===== src/rtl/bcd_input_counter.sv =====
`default_nettype none
// -----------------------------------------------------------------------------
// Module      : bcd_input_counter (with debounce sub-module)
// Description : Synchronised, debounced inc/dec pushbuttons driving a 4-bit
//               wrapping count with synchronous switch preset.
// Revision    : 1.0 - initial release
// -----------------------------------------------------------------------------

module bcd_input_counter_debounce #(
    parameter int DEBOUNCE_CYCLES = 50000
) (
    input  logic clk,
    input  logic rst_n,
    input  logic i_pressed,
    output logic o_event
);
    localparam int CNT_W = $clog2(DEBOUNCE_CYCLES);
    localparam logic [CNT_W-1:0] C_LAST = CNT_W'(DEBOUNCE_CYCLES - 1);

    typedef enum logic [1:0] {
        S_IDLE         = 2'd0,
        S_PRESS_WAIT   = 2'd1,
        S_PRESSED      = 2'd2,
        S_RELEASE_WAIT = 2'd3
    } state_t;

    state_t            r_state;
    state_t            w_state_nxt;
    logic [CNT_W-1:0]  r_cnt;
    logic [CNT_W-1:0]  w_cnt_nxt;

    always_ff @(posedge clk or negedge rst_n) begin
        if (!rst_n) begin
            r_state <= S_IDLE;
            r_cnt   <= '0;
        end else begin
            r_state <= w_state_nxt;
            r_cnt   <= w_cnt_nxt;
        end
    end

    // The event fires on the edge that qualifies the press; holding gives no repeat.
    always_comb begin
        w_state_nxt = r_state;
        w_cnt_nxt   = r_cnt;
        o_event     = 1'b0;
        case (r_state)
            S_IDLE: begin
                if (i_pressed) begin
                    w_state_nxt = S_PRESS_WAIT;
                    w_cnt_nxt   = '0;
                end
            end
            S_PRESS_WAIT: begin
                if (!i_pressed) begin
                    w_state_nxt = S_IDLE;
                end else if (r_cnt == C_LAST) begin
                    w_state_nxt = S_PRESSED;
                    o_event     = 1'b1;
                end else begin
                    w_cnt_nxt = r_cnt + CNT_W'(1);
                end
            end
            S_PRESSED: begin
                if (!i_pressed) begin
                    w_state_nxt = S_RELEASE_WAIT;
                    w_cnt_nxt   = '0;
                end
            end
            S_RELEASE_WAIT: begin
                if (i_pressed) begin
                    w_state_nxt = S_PRESSED;
                end else if (r_cnt == C_LAST) begin
                    w_state_nxt = S_IDLE;
                end else begin
                    w_cnt_nxt = r_cnt + CNT_W'(1);
                end
            end
            default: begin
                w_state_nxt = S_IDLE;
                w_cnt_nxt   = '0;
            end
        endcase
    end
endmodule

module bcd_input_counter #(
    parameter int DEBOUNCE_CYCLES = 50000
) (
    input  logic       clk,
    input  logic       rst_n,
    input  logic       btn_inc_n,
    input  logic       btn_dec_n,
    input  logic       load,
    input  logic [3:0] load_val,
    output logic [3:0] x,
    output logic       wrap
);
    logic [1:0] r_inc_sync;
    logic [1:0] r_dec_sync;
    logic [1:0] r_load_sync;
    logic [1:0] w_pressed;
    logic [1:0] w_event;
    logic [3:0] r_x;
    logic       r_wrap;

    // Synchronisers reset to the released level so reset never looks like a press.
    always_ff @(posedge clk or negedge rst_n) begin
        if (!rst_n) begin
            r_inc_sync  <= 2'b11;
            r_dec_sync  <= 2'b11;
            r_load_sync <= 2'b00;
        end else begin
            r_inc_sync  <= {r_inc_sync[0], btn_inc_n};
            r_dec_sync  <= {r_dec_sync[0], btn_dec_n};
            r_load_sync <= {r_load_sync[0], load};
        end
    end

    assign w_pressed = {~r_dec_sync[1], ~r_inc_sync[1]};

    generate
        for (genvar gi = 0; gi < 2; gi++) begin : g_btn
            bcd_input_counter_debounce #(
                .DEBOUNCE_CYCLES (DEBOUNCE_CYCLES)
            ) u_debounce (
                .clk       (clk),
                .rst_n     (rst_n),
                .i_pressed (w_pressed[gi]),
                .o_event   (w_event[gi])
            );
        end
    endgenerate

    // Bit 0 of w_event is increment, bit 1 is decrement.
    always_ff @(posedge clk or negedge rst_n) begin
        if (!rst_n) begin
            r_x    <= 4'd0;
            r_wrap <= 1'b0;
        end else if (r_load_sync[1]) begin
            r_x    <= load_val;
            r_wrap <= 1'b0;
        end else begin
            case (w_event)
                2'b01: begin
                    r_x    <= r_x + 4'd1;
                    r_wrap <= (r_x == 4'd15);
                end
                2'b10: begin
                    r_x    <= r_x - 4'd1;
                    r_wrap <= (r_x == 4'd0);
                end
                default: begin
                    r_wrap <= 1'b0;
                end
            endcase
        end
    end

    assign x    = r_x;
    assign wrap = r_wrap;
endmodule

`default_nettype wire


===== config.mk =====
export PLATFORM = sky130hd
export DESIGN_NAME = bcd_input_counter
export DESIGN_NICKNAME = d
export VERILOG_FILES = /design/src/rtl/bcd_input_counter.sv
export SDC_FILE = /design/constraint.sdc
export NUM_CORES = 1
export LEC_CHECK = 0
export ABC_CLOCK_PERIOD_IN_PS = 3400
export BUFFER_PORTS_ARGS = -buffer_cell sky130_fd_sc_hd__buf_2
export CORE_ASPECT_RATIO = 0.5
export CORE_MARGIN = 10
export CORE_UTILIZATION = 57
export CTS_BUF_LIST = sky130_fd_sc_hd__clkbuf_8
export DETAILED_ROUTE_END_ITERATION = 8
export PLACE_DENSITY = 0.78
export SKIP_LAST_GASP = 1
export SLEW_MARGIN = 25
export SYNTH_ARGS = -nofsm -noshare
export SYNTH_HDL_FRONTEND = slang
export SYNTH_SLANG_ARGS = --single-unit

===== constraint.sdc =====
create_clock -name clk -period 3.4 [get_ports clk]
set_clock_uncertainty 0.1 [all_clocks]
set_input_delay 0.17 -clock clk [delete_from_list [all_inputs] [get_ports clk]]
set_output_delay 0.17 -clock clk [all_outputs]
set_load 0.02 [all_outputs]

# Yosys cells after proc, flatten, opt, wreduce, memory -nomap -nowiden
# Index checks and enable logic that the tools add are counted.
[classes]
add_sub_neg = 4
n_eq_ne = 23
mux = 36
n_reduce_logical = 8
[ops]
columns = ["op", "count"]
rows = [
  ["2-to-1 mux 16 bit", 10],
  ["one-hot mux 16 bit (4 select lines)", 2],
  ["adder 16 x 1 -> 16 bit, second input constant", 2],
  ["equality test 16 bit, second input constant", 2],
  ["2-to-1 mux 2 bit", 12],
  ["inequality test 2 bit, second input constant", 8],
  ["one-hot mux 2 bit (4 select lines)", 2],
  ["AND reduction 4 bit", 4],
  ["inequality test 3 x 2 -> 1 bit, second input constant", 4],
  ["equality test 2 bit, second input constant", 5],
  ["one-hot mux 4 bit (2 select lines)", 1],
  ["2-to-1 mux 1 bit", 7],
  ["equality test 2 x 1 -> 1 bit, second input constant", 3],
  ["adder 4 x 1 -> 4 bit, second input constant", 1],
  ["equality test 4 bit, second input constant", 1],
  ["logical NOT 2 bit", 2],
  ["logical NOT 4 bit", 1],
  ["2-to-1 mux 4 bit", 1],
  ["subtractor 4 x 1 -> 4 bit, second input constant", 1],
  ["nonzero test 3 bit", 1],
  ["one-hot mux 1 bit (2 select lines)", 1],
]
[totals]
reg_bits = 47
in_bits = 9
word_cells = 80

# Longest topological paths before layout
# Gate-level depths: netlist (run 1).
[depth]
word_depth = 7
ltp_mapped = 13
depth_no_buf = 12

# Hierarchy
# A second synthesis (run 1) with hierarchy kept.
[hier_totals]
hier_cells = 260
area_unflattened_um2 = 2494.9
[by_module_without_submodules]
columns = ["module", "instances", "cells_per_inst", "area_each_um2"]
rows = [
  ["bcd_input_counter_debounce", 2, 106, 979.7],
  ["bcd_input_counter", 1, 48, 535.5],
]

# Least setup slack after synthesis (run 1)
# Ideal clock, no wire load.
[synth_path]
kind = "register to register"
from = "register g_btn[1].u_debounce.r_cnt[13]"
to = "register r_x[3] (netlist: x[3])"
t_arrival_ps = 3161
t_required_ps = 3170
setup_slack_ps = 9
path_stages_with_launch = 13
path_buffers = 1
path_cell_list = "dfrtp_1 > or4_1 > or4_4 > buf_6 > or3_4 > inv_1 > ha_1 > ha_1 > a21o_1 > a21oi_1 > mux2i_1 > xor2_1 > o21ai_0"
[synth_between]
elab_chain_len = 7
word_cells_on_any_way = 9
cone_classes = "3 x eq/ne; 5 x mux; 1 x reduce/logical"
[synth_lines]
columns = ["item", "line", "text"]
rows = [
  ["start, declared", "29", "logic [CNT_W-1:0] r_cnt;"],
  ["start signal, assigned", "38", "r_cnt <= w_cnt_nxt;"],
  ["equality test 16 bit (*)", "57", "end else if (r_cnt == C_LAST) begin"],
  ["2-to-1 mux 1 bit (*)", "57", ""],
  ["2-to-1 mux 1 bit (*)", "55", "if (!i_pressed) begin"],
  ["2-to-1 mux 1 bit (*)", "47", "case (r_state)"],
  ["equality test 2 bit or equality test 2 x 1 -> 1 bit (tied branches)", "144", "case (w_event)"],
  ["one-hot mux 4 bit (2 select lines)", "144", ""],
  ["2-to-1 mux 4 bit", "140", "end else if (r_load_sync[1]) begin"],
  ["end signal, assigned", "141", "r_x <= load_val;"],
  ["end signal, assigned", "146", "r_x <= r_x + 4'd1;"],
  ["end signal, assigned", "150", "r_x <= r_x - 4'd1;"],
  ["end, declared", "104", "logic [3:0] r_x;"],
]
# Mark *: on every way between the ends. The rest lies on a longest branch, timed or not.
# A chain may end at the register's enable or synchronous reset.

# Final worst setup path (run 1)
[layout_path]
from = "register g_btn[1].u_debounce.r_cnt[13]"
to = "register r_x[2] (netlist: x[2])"
# The elaborated chain is that of the path after synthesis.

==> out/results.txt, run 1 <==
Post-Synthesis Mean Instance Area - 9.41 um2
Max Slew Vio Count - 0
GP Congestion - 0.829
Layout area overhead - 14.8%
Max incr delay on CP - 550 ps
Initial antenna violation count - 0
Critical Path, Cell by Cell - or4_4 > or4_4 > or3_4 > inv_1 > ha_1 > buf_4 > inv_1 > fa_1 > xor2_1 > o21ai_0 > mux2_2
Flop pwr share - 58.3%
Dpl ws - 131 ps
Synthesized instance count - 266
Yosys reg bits - 47
Largest net degree at the start of global routing - 31
CTS H-tree lvls - 2
Ys async rst share - 100%
Most used DFF post-synth - dfrtp_1
Final nets - 310
Chip width - 114 um
Worst Path Max Fanout - 6
RSZ-0062 raised after global routing - no
Core ar. - 4060 um2
Syn Nets - 282
Max cap viols - 0
Leakage Power - 1.29 nW
Hold/Removal Path Class - input port to flop
Seq/Total Area, Yosys - 47.2%
Cell Int Power - 771 uW
Synth warn - 0
Max Clk Rate - 303 MHz
Commonest non-fill, non-tap cells in the layout - dfrtp_1 (42), nand2_1 (32), o21ai_0 (20)
Worst Path Arrival - 3390 ps
Post-synthesis adder-cell area fraction - 3.80%
Switch share - 26.5%
CTS Buf Count - 5
Placed Instance Area - 2650 um2
Hold Fails Final Rpt - 0
Clk network pwr share - 31.0%
Vias in the first global route - 1887
Worst setup EP type - flop
CTS Buffer Depth - 2
Total GRT Usage - 14.2%
Post-synth EDFFs - 0
Worst Tran Pin Value - 876 ps
Wire length per cell - 14.8 um
Fin Setup TNS - 0 ps
Clk Latency, worst-skew pair - 300 ps
CTS tree - built
Normalized max-slew margin - 41.2%
Dpl hpwl - 3.45 mm
Final worst path period need - 3300 ps
Setup slack after layout - 102 ps
Initial DRC count - 150
Residual DRC - 0
Full die area - 7600 um2
Critical Path RT - 3490 ps
Layout cells sized above 1 - 17.3%
ANT nets after route - 0
Starting Density - 61.6%
Drt first pass iters - 4
Vias/cell - 5.95
Vias after detailed routing - 2078
Post-route cell area - 2870 um2
VDD IR max - 0.250 mV
Compound-gate portion of the synthesized area - 14.9%
Die Y-Extent - 66.9 um
Final setup violation count - 0
Synth Cell Area - 2500 um2
Worst-path clk slew - 80 ps
Total gr overflow - 0
Worst-path cell with the longest stage delay - or4_4
Net Sw Power - 278 uW
Crit start category - flop
Routed WL - 5.17 mm
Largest family of logic cells by synthesized area - simple AND/OR/NAND/NOR gates
Post-synth cell types - 45
Synth Area in XOR/XNOR - 2.80%
Post-synthesis simple-gate area fraction - 22.8%
I/O Pins - 14
Pwr Total - 1.05 mW
FP Rows - 16
Clk root buf - clkbuf_8
Type of the worst setup path - flop to flop
Post-synthesis mux area share - 4.55%
Clock Sinks - 47
PD cells - 365 nW/um2
# diodes - 0
Buffers on Ports - 13
Crit share post-route - 97.0%
Global-route wire length before repair - 8.87 mm
Comb pwr share - 10.6%
Most common cell after layout, fill and taps aside - dfrtp_1
Status - complete, no violations
Final core utilization - 70.7%
[power groups by stage]
| stage | logic (mW) | registers, mW | clock network, mW |
|---|---|---|---|
| 2_1_floorplan | 0.0621 | 0.620 | 0 |
| 3_3_place_gp | 0.0975 | 0.620 | 0 |
| 3_5_place_dp | 0.103 | 0.621 | 0 |
| 4_1_cts | 0.110 | 0.610 | 0.332 |
| 5_1_grt | 0.126 | 0.616 | 0.348 |
| 6_report | 0.112 | 0.611 | 0.325 |
[logic make-up (layout without fill, tap and decap cells)]
| kind of cell | Yosys count | count (layout) |
|---|---|---|
| buffers and inverters | 22 | 51 |
| AND/OR/NAND/NOR | 109 | 109 |
| adder cells (fa/ha/maj) | 7 | 7 |
| XOR/XNOR | 8 | 8 |
| flip-flops | 47 | 47 |
| multiplexers | 11 | 11 |
| AO/OA/AOI/OAI | 62 | 62 |
[synthesized netlist by cell type, types with 5 or more instances]
master | count | share of area (%)
nor2_1 | 13 | 2.0
ha_1 | 6 | 3.0
nand3_1 | 16 | 3.2
mux2i_1 | 8 | 3.2
and3_1 | 6 | 1.5
a21oi_1 | 17 | 3.4
inv_1 | 11 | 1.7
nor3_1 | 9 | 1.8
nor4_1 | 5 | 1.3
o21ai_0 | 20 | 4.0
clkbuf_1 | 7 | 1.1
xor2_1 | 5 | 1.7
nand2_1 | 32 | 4.8
a31oi_1 | 12 | 3.0
nand4_1 | 6 | 1.5
dfrtp_1 | 43 | 43
[layer usage]
| metal | vias up | GRT usage [%] | wire length (um) |
|---|---|---|---|
| met5 | - | 0 | 0 |
| met4 | 0 | 4.72 | 68 |
| met3 | 9 | 3.49 | 189 |
| met2 | 49 | 23.1 | 2390 |
| met1 | 1000 | 18.3 | 2520 |
| li1 | 1020 | - | - |
[final cells by class]
class	count	area [um2]
clock buffer	5	68.8
clock inverter	3	12.5
fill	313	1190
inverter	12	45.0
multi-input combinational	197	1270
sequential	47	1180
tap	54	67.6
timing repair buffer	31	230
[path summary, 6_finish.rpt]
kind / start / end / depth (start not counted) / slack, ps
worst max register to register: g_btn[1].u_debounce.r_cnt[13] / x[2] / 11 / 100
min in group asynchronous: rst_n / g_btn[1].u_debounce.r_cnt[1] / 2 / 240
max in group asynchronous: rst_n / r_inc_sync[1] / 3 / 2400
worst min register to register: r_load_sync[0] / r_load_sync[1] / 0 / 250
worst min-delay path: load_val[2] / x[2] / 2 / 10
worst max-delay path: g_btn[1].u_debounce.r_cnt[13] / x[2] / 11 / 100
[flip-flops by register name (all words and copies together) (netlist names), named ones only]
register,flops
g_btn.u_debounce.r_cnt,32
x,4
g_btn.u_debounce.r_state,2
r_dec_sync,2
r_inc_sync,2
r_load_sync,2
wrap,1
[stage by stage]
step           hold slack [ps]  std cells
2_1_floorplan             -226        266
3_3_place_gp               175        330
3_5_place_dp              40.1        331
4_1_cts                   5.90        346
5_1_grt                   8.46        349
6_report                  14.7        349
[critical path, delay by kind of cell (launching register included)]
family	cells	cell delay, ps
buf+inv	3	260
compound gates	1	90
xor+xnor	1	130
fa+ha+maj	2	530
flops	1	400
mux	1	280
simple gates	3	1390
[timing repair]
item	4_1_cts	5_1_grt
hold endpoints to repair	20	0
gates resized for setup	0	9
buffers inserted	0	3
setup endpoints to repair	0	2
hold buffers	7	0
Note: power is estimated with default switching activity, not from simulation.
==> run 2, diff against run 1 <==
MAX_ROUTING_LAYER = met4   (was not set)
==> out/results.txt, run 2 (synthesized netlist as in run 1, its figures left out) <==
Hold depth - 2 (unchanged)
Dpl hpwl - 3.45 mm (unchanged)
Vias in the first global route - 1888 (+0.053%)
Final Non-Filler Cells - 349 (unchanged)
ANT nets after route - 0 (unchanged)
CTS tree - built
Max incr delay on CP - 550 ps (about the same)
Clk Latency, worst-skew pair - 300 ps (about the same)
Reg2Reg Depth - 11 (unchanged)
Placed cells - 331 (unchanged)
Layout area overhead - 14.8% (unchanged)
I/O Pins - 14 (unchanged)
Drt first pass iters - 4 (unchanged)
GP Congestion - 0.842 (+1.5%)
Clock Sinks - 47 (unchanged)
Top reg by flops - g_btn.u_debounce.r_cnt
Worst-path clk slew - 80 ps (about the same)
PD cells - 365 nW/um2 (about the same)
Vias after detailed routing - 2069 (-0.43%)
WL met3 - 228 um (+21%)
Wire length per cell - 14.8 um (-0.39%)
Worst setup EP type - flop
VDD IR max - 0.250 mV (about the same)
Hold/Removal Path Class - input port to flop
Fin Setup TNS - 0 ps (unchanged)
Max Slew Vio Count - 0 (unchanged)
Core ar. - 4060 um2 (unchanged)
Global-route wire length before repair - 8.87 mm (about the same)
Worst Path Max Fanout - 6 (unchanged)
Worst Path Arrival - 3390 ps (about the same)
Starting Density - 61.6% (unchanged)
Status - complete, no violations
Buffers on Ports - 13 (unchanged)
Clk root buf - clkbuf_8
CTS Buffer Depth - 2 (unchanged)
Worst Tran Pin Value - 855 ps (-21.6 ps)
Max cap viols - 0 (unchanged)
Chip width - 114 um (unchanged)
Die Y-Extent - 66.9 um (unchanged)
Worst-path cell with the longest stage delay - or4_4
# diodes - 0 (unchanged)
Highest Signal Layer - met4
Commonest non-fill, non-tap cells in the layout - dfrtp_1 (42), nand2_1 (32), o21ai_0 (20)
Initial DRC count - 147 (-2.0%)
Largest net degree at the start of global routing - 31 (unchanged)
Total GRT Usage - 14.6% (+0.42 points)
CTS H-tree lvls - 2 (unchanged)
Final setup violation count - 0 (unchanged)
Largest register FFs - 32 (unchanged)
Critical Path, Cell by Cell - or4_4 > or4_4 > or3_4 > inv_1 > ha_1 > buf_4 > inv_1 > fa_1 > xor2_1 > o21ai_0 > mux2_2
Max Clk Rate - 303 MHz (about the same)
Most common cell after layout, fill and taps aside - dfrtp_1
CTS Buf Count - 5 (unchanged)
Final nets - 310 (unchanged)
RSZ-0062 raised after global routing - no
Final worst path period need - 3300 ps (-1.77 ps)
Leakage Power - 1.29 nW (unchanged)
Type of the worst setup path - flop to flop
Residual DRC - 0 (unchanged)
Hold Fails Final Rpt - 0 (unchanged)
Total gr overflow - 0 (unchanged)
Met2 wire length - 2.39 mm (about the same)
Initial antenna violation count - 0 (unchanged)
FP Rows - 16 (unchanged)
Layout cells sized above 1 - 17.3% (unchanged)
Routed WL - 5.15 mm (-0.39%)
Critical Path RT - 3490 ps (about the same)
M1 WL - 2.47 mm (-2.1%)
Crit start category - flop
Normalized max-slew margin - 42.7% (+1.4 points)
Vias/cell - 5.93 (-0.43%)
Full die area - 7600 um2 (unchanged)
Crit share post-route - 97.0% (about the same)
run 2: critical path: cells and delay by family (launching register included):
| kind | cells | cell delay (ps) |
|---|---|---|
| xor gates and xnor gates | 1 | 130 |
| DFF | 1 | 400 |
| buffers and inverters | 3 | 260 |
| muxes | 1 | 280 |
| adders and majority gates | 2 | 530 |
| and+or+nand+nor | 3 | 1390 |
| AOI/OAI and AO/OA | 1 | 90 |
run 2: cell type report:
cell class,instances,area (um2)
flip-flops and latches,47,1180
repair buffers,31,230
well taps,54,67.6
multi-input cells,197,1270
inverters,12,45.0
fillers,313,1190
clock inverters,3,12.5
clock buffers,5,68.8
run 2: through the flow:
step           instance area [um2]  util (%)  hold WS, ps  worst slack (ps)  power [mW]
2_1_floorplan                 2500         -         -226              9.09       0.683
3_3_place_gp                  2630      64.8          175               189       0.717
3_5_place_dp                  2650      65.3         40.1               131       0.724
4_1_cts                       2810      69.0         5.90              66.1        1.05
5_1_grt                       2870      70.7         8.46              24.4        1.09
6_report                      2870      70.7         13.5               104        1.05
run 2: metal layers:
metal	GRT usage, %	up-vias
li1	-	1023
met1	18.3	992
met2	23.1	47
met3	3.49	7
met4	4.72	0
met5	-	-
run 2: path summary, 6_finish.rpt:
| kind | startpoint | endpoint | slack (ps) |
|---|---|---|---|
| worst max-delay path | g_btn[1].u_debounce.r_cnt[13] | x[2] | 100 |
| worst min-delay path | load_val[2] | x[2] | 10 |
| worst max register to register | g_btn[1].u_debounce.r_cnt[13] | x[2] | 100 |
| worst min register to register | r_load_sync[0] | r_load_sync[1] | 250 |
| max in group asynchronous | rst_n | r_inc_sync[1] | 2390 |
| min in group asynchronous | rst_n | g_btn[1].u_debounce.r_cnt[13] | 240 |
run 2: power breakdown:
| group | total [mW] | internal [mW] | switching [mW] |
|---|---|---|---|
| clock | 0.326 | 0.139 | 0.187 |
| combinational | 0.111 | 0.0480 | 0.0635 |
| sequential | 0.611 | 0.584 | 0.0275 |
run 2: what timing repair did:
item / in CTS / in global routing
hold endpoints to repair: 20 / 0
setup endpoints to repair: 0 / 2
setup buffers: 0 / 3
hold buffers: 7 / 0
resized for setup: 0 / 9
==> run 3, diff against run 2 <==
ABC_CLOCK_PERIOD_IN_PS = 3900   (was 3400)
CORE_UTILIZATION = 68   (was 57)
PLACE_DENSITY = 0.88   (was 0.78)
clock period = 3.9 ns   (was 3.4 ns; I/O delays follow)
==> out/results.txt, run 3 (synthesized netlist as in run 1, its figures left out) <==
Status - complete, no violations
Clk root buf - clkbuf_8
CP most frequent cell - ha_1
Full die area - 6650 um2 (-12%)
Leakage Power - 1.24 nW (-3.5%)
Max Slew Vio Count - 0 (unchanged)
Critical Path RT - 3990 ps (+500 ps)
GP Congestion - 0.903 (+7.3%)
Global-route wire length before repair - 8.62 mm (-2.9%)
Hold Fails Final Rpt - 0 (unchanged)
CTS tree - built
Vias after detailed routing - 2082 (+0.63%)
Worst-path cell with the longest stage delay - or4_1
VDD IR max - 0.245 mV (-2.0%)
Final worst path period need - 3530 ps (+236 ps)
Number of setup buffers added after CTS - 0 (unchanged)
Fin Setup TNS - 0 ps (unchanged)
# diodes - 0 (unchanged)
Crit start category - flop
Residual DRC - 0 (unchanged)
Starting Density - 71.7% (+10 points)
Setup slack after layout - 368 ps (+264 ps)
Initial DRC count - 162 (+10%)
Vias in the first global route - 1930 (+2.2%)
Max cap viols - 0 (unchanged)
Crit path depth - 11 (unchanged)
Type of the worst setup path - flop to flop
Final setup violation count - 0 (unchanged)
Core ar. - 3490 um2 (-14%)
Routed WL - 5.05 mm (-2.1%)
CTS Buf Count - 5 (unchanged)
Most common cell after layout, fill and taps aside - dfrtp_1
CP delay by family, top - simple AND/OR/NAND/NOR gates
Worst Path Arrival - 3630 ps (+240 ps)
PD cells - 356 nW/um2 (-2.5%)
Top reg by flops - g_btn.u_debounce.r_cnt
ANT nets after route - 0 (unchanged)
Max incr delay on CP - 560 ps (about the same)
Vias/cell - 6.18 (+4.2%)
Chip width - 106 um (-7.0%)
Total gr overflow - 0 (unchanged)
RSZ-0062 raised after global routing - no
Total GRT Usage - 15.8% (+1.1 points)
FP Rows - 15 (-1)
CTS Buffer Depth - 2 (unchanged)
Reg2Reg Depth - 11 (unchanged)
Normalized max-slew margin - 44.2% (+1.5 points)
Crit share post-route - 90.6% (-6.4 points)
Hold depth - 2 (unchanged)
Final nets - 301 (-2.9%)
Commonest non-fill, non-tap cells in the layout - dfrtp_1 (43), nand2_1 (32), o21ai_0 (20)
I/O Pins - 14 (unchanged)
Layout cells sized above 1 - 12.9% (-4.4 points)
Worst Tran Pin Value - 832 ps (-22.5 ps)
CTS H-tree lvls - 2 (unchanged)
Initial antenna violation count - 0 (unchanged)
Buffers & Inverters on Critical Path - 1 (-2)
Max Clk Rate - 283 MHz (-6.7%)
Buffers on Ports - 13 (unchanged)
Critical Path, Cell by Cell - or4_1 > or4_4 > or3_4 > inv_1 > ha_1 > ha_1 > a21o_1 > a21oi_1 > mux2i_1 > xor2_1 > o21ai_0
Clk Latency, worst-skew pair - 310 ps (about the same)
Worst-path clk slew - 90 ps (about the same)
Worst Path Max Fanout - 7 (+1)
Die Y-Extent - 62.9 um (-5.9%)
Dpl hpwl - 3.48 mm (+0.70%)
Wire length per cell - 15.0 um (+1.4%)
Worst setup EP type - flop
Pwr Total - 988 uW (-5.8%)
Dpl ws - 391 ps (+260 ps)
Layout area overhead - 10.9%
Hold/Removal Path Class - input port to flop
Clock Sinks - 47 (unchanged)
Drt first pass iters - 4 (unchanged)
Largest register FFs - 32 (unchanged)
Largest net degree at the start of global routing - 48 (+55%)
-- run 3: routing by layer --
metal  wire length [um]  track usage, %  vias up  share of wire (%)
met4                 61            3.69        0                1.2
li1                   -               -     1007                  -
met2               2440            25.3       53                 48
met1               2270            18.7     1010                 45
met5                  0               -        -                  0
met3                269            5.35       12                5.3
-- run 3: path summary, 6_finish.rpt --
| kind | startpoint | end | slack (ps) |
|---|---|---|---|
| max | g_btn[1].u_debounce.r_cnt[11] | x[3] | 370 |
| min | load_val[1] | x[1] | 10 |
| max reg2reg | g_btn[1].u_debounce.r_cnt[11] | x[3] | 370 |
| min reg2reg | r_inc_sync[0] | r_inc_sync[1] | 260 |
| max in group asynchronous | rst_n | g_btn[1].u_debounce.r_cnt[0] | 2970 |
| min in group asynchronous | rst_n | g_btn[0].u_debounce.r_cnt[5] | 320 |
-- run 3: metrics by stage --
| step | instance area [um2] | utilization [%] | cells | hold slack (ps) |
|---|---|---|---|---|
| after floorplan | 2500 | - | 266 | -201 |
| after global placement | 2600 | 74.5 | 323 | 200 |
| after detailed placement | 2600 | 74.5 | 323 | 201 |
| after CTS | 2770 | 79.4 | 337 | 6.62 |
| after global routing | 2780 | 79.5 | 337 | 16.1 |
| final | 2780 | 79.5 | 337 | 12.6 |
-- run 3: repair_timing --
action | 4_1_cts | 5_1_grt
endpoints found under the hold margin | 31 | 0
hold buffers | 6 | 0
gates resized for setup | 0 | 0
-- run 3: power by group --
group	total [mW]	leakage [nW]	internal [mW]	switching, mW
sequential	0.533	0.620	0.509	0.0240
clock	0.364	0.0581	0.191	0.172
combinational	0.0913	0.563	0.0382	0.0531
-- run 3: cell type report --
type                    instances  area (um2)
clock buffers                   5        68.8
clock inverters                 3        43.8
fillers                       217         716
inverters                      12        45.0
multi-input cells             197        1220
flip-flops and latches         47        1180
well taps                      51        63.8
repair buffers                 22         150
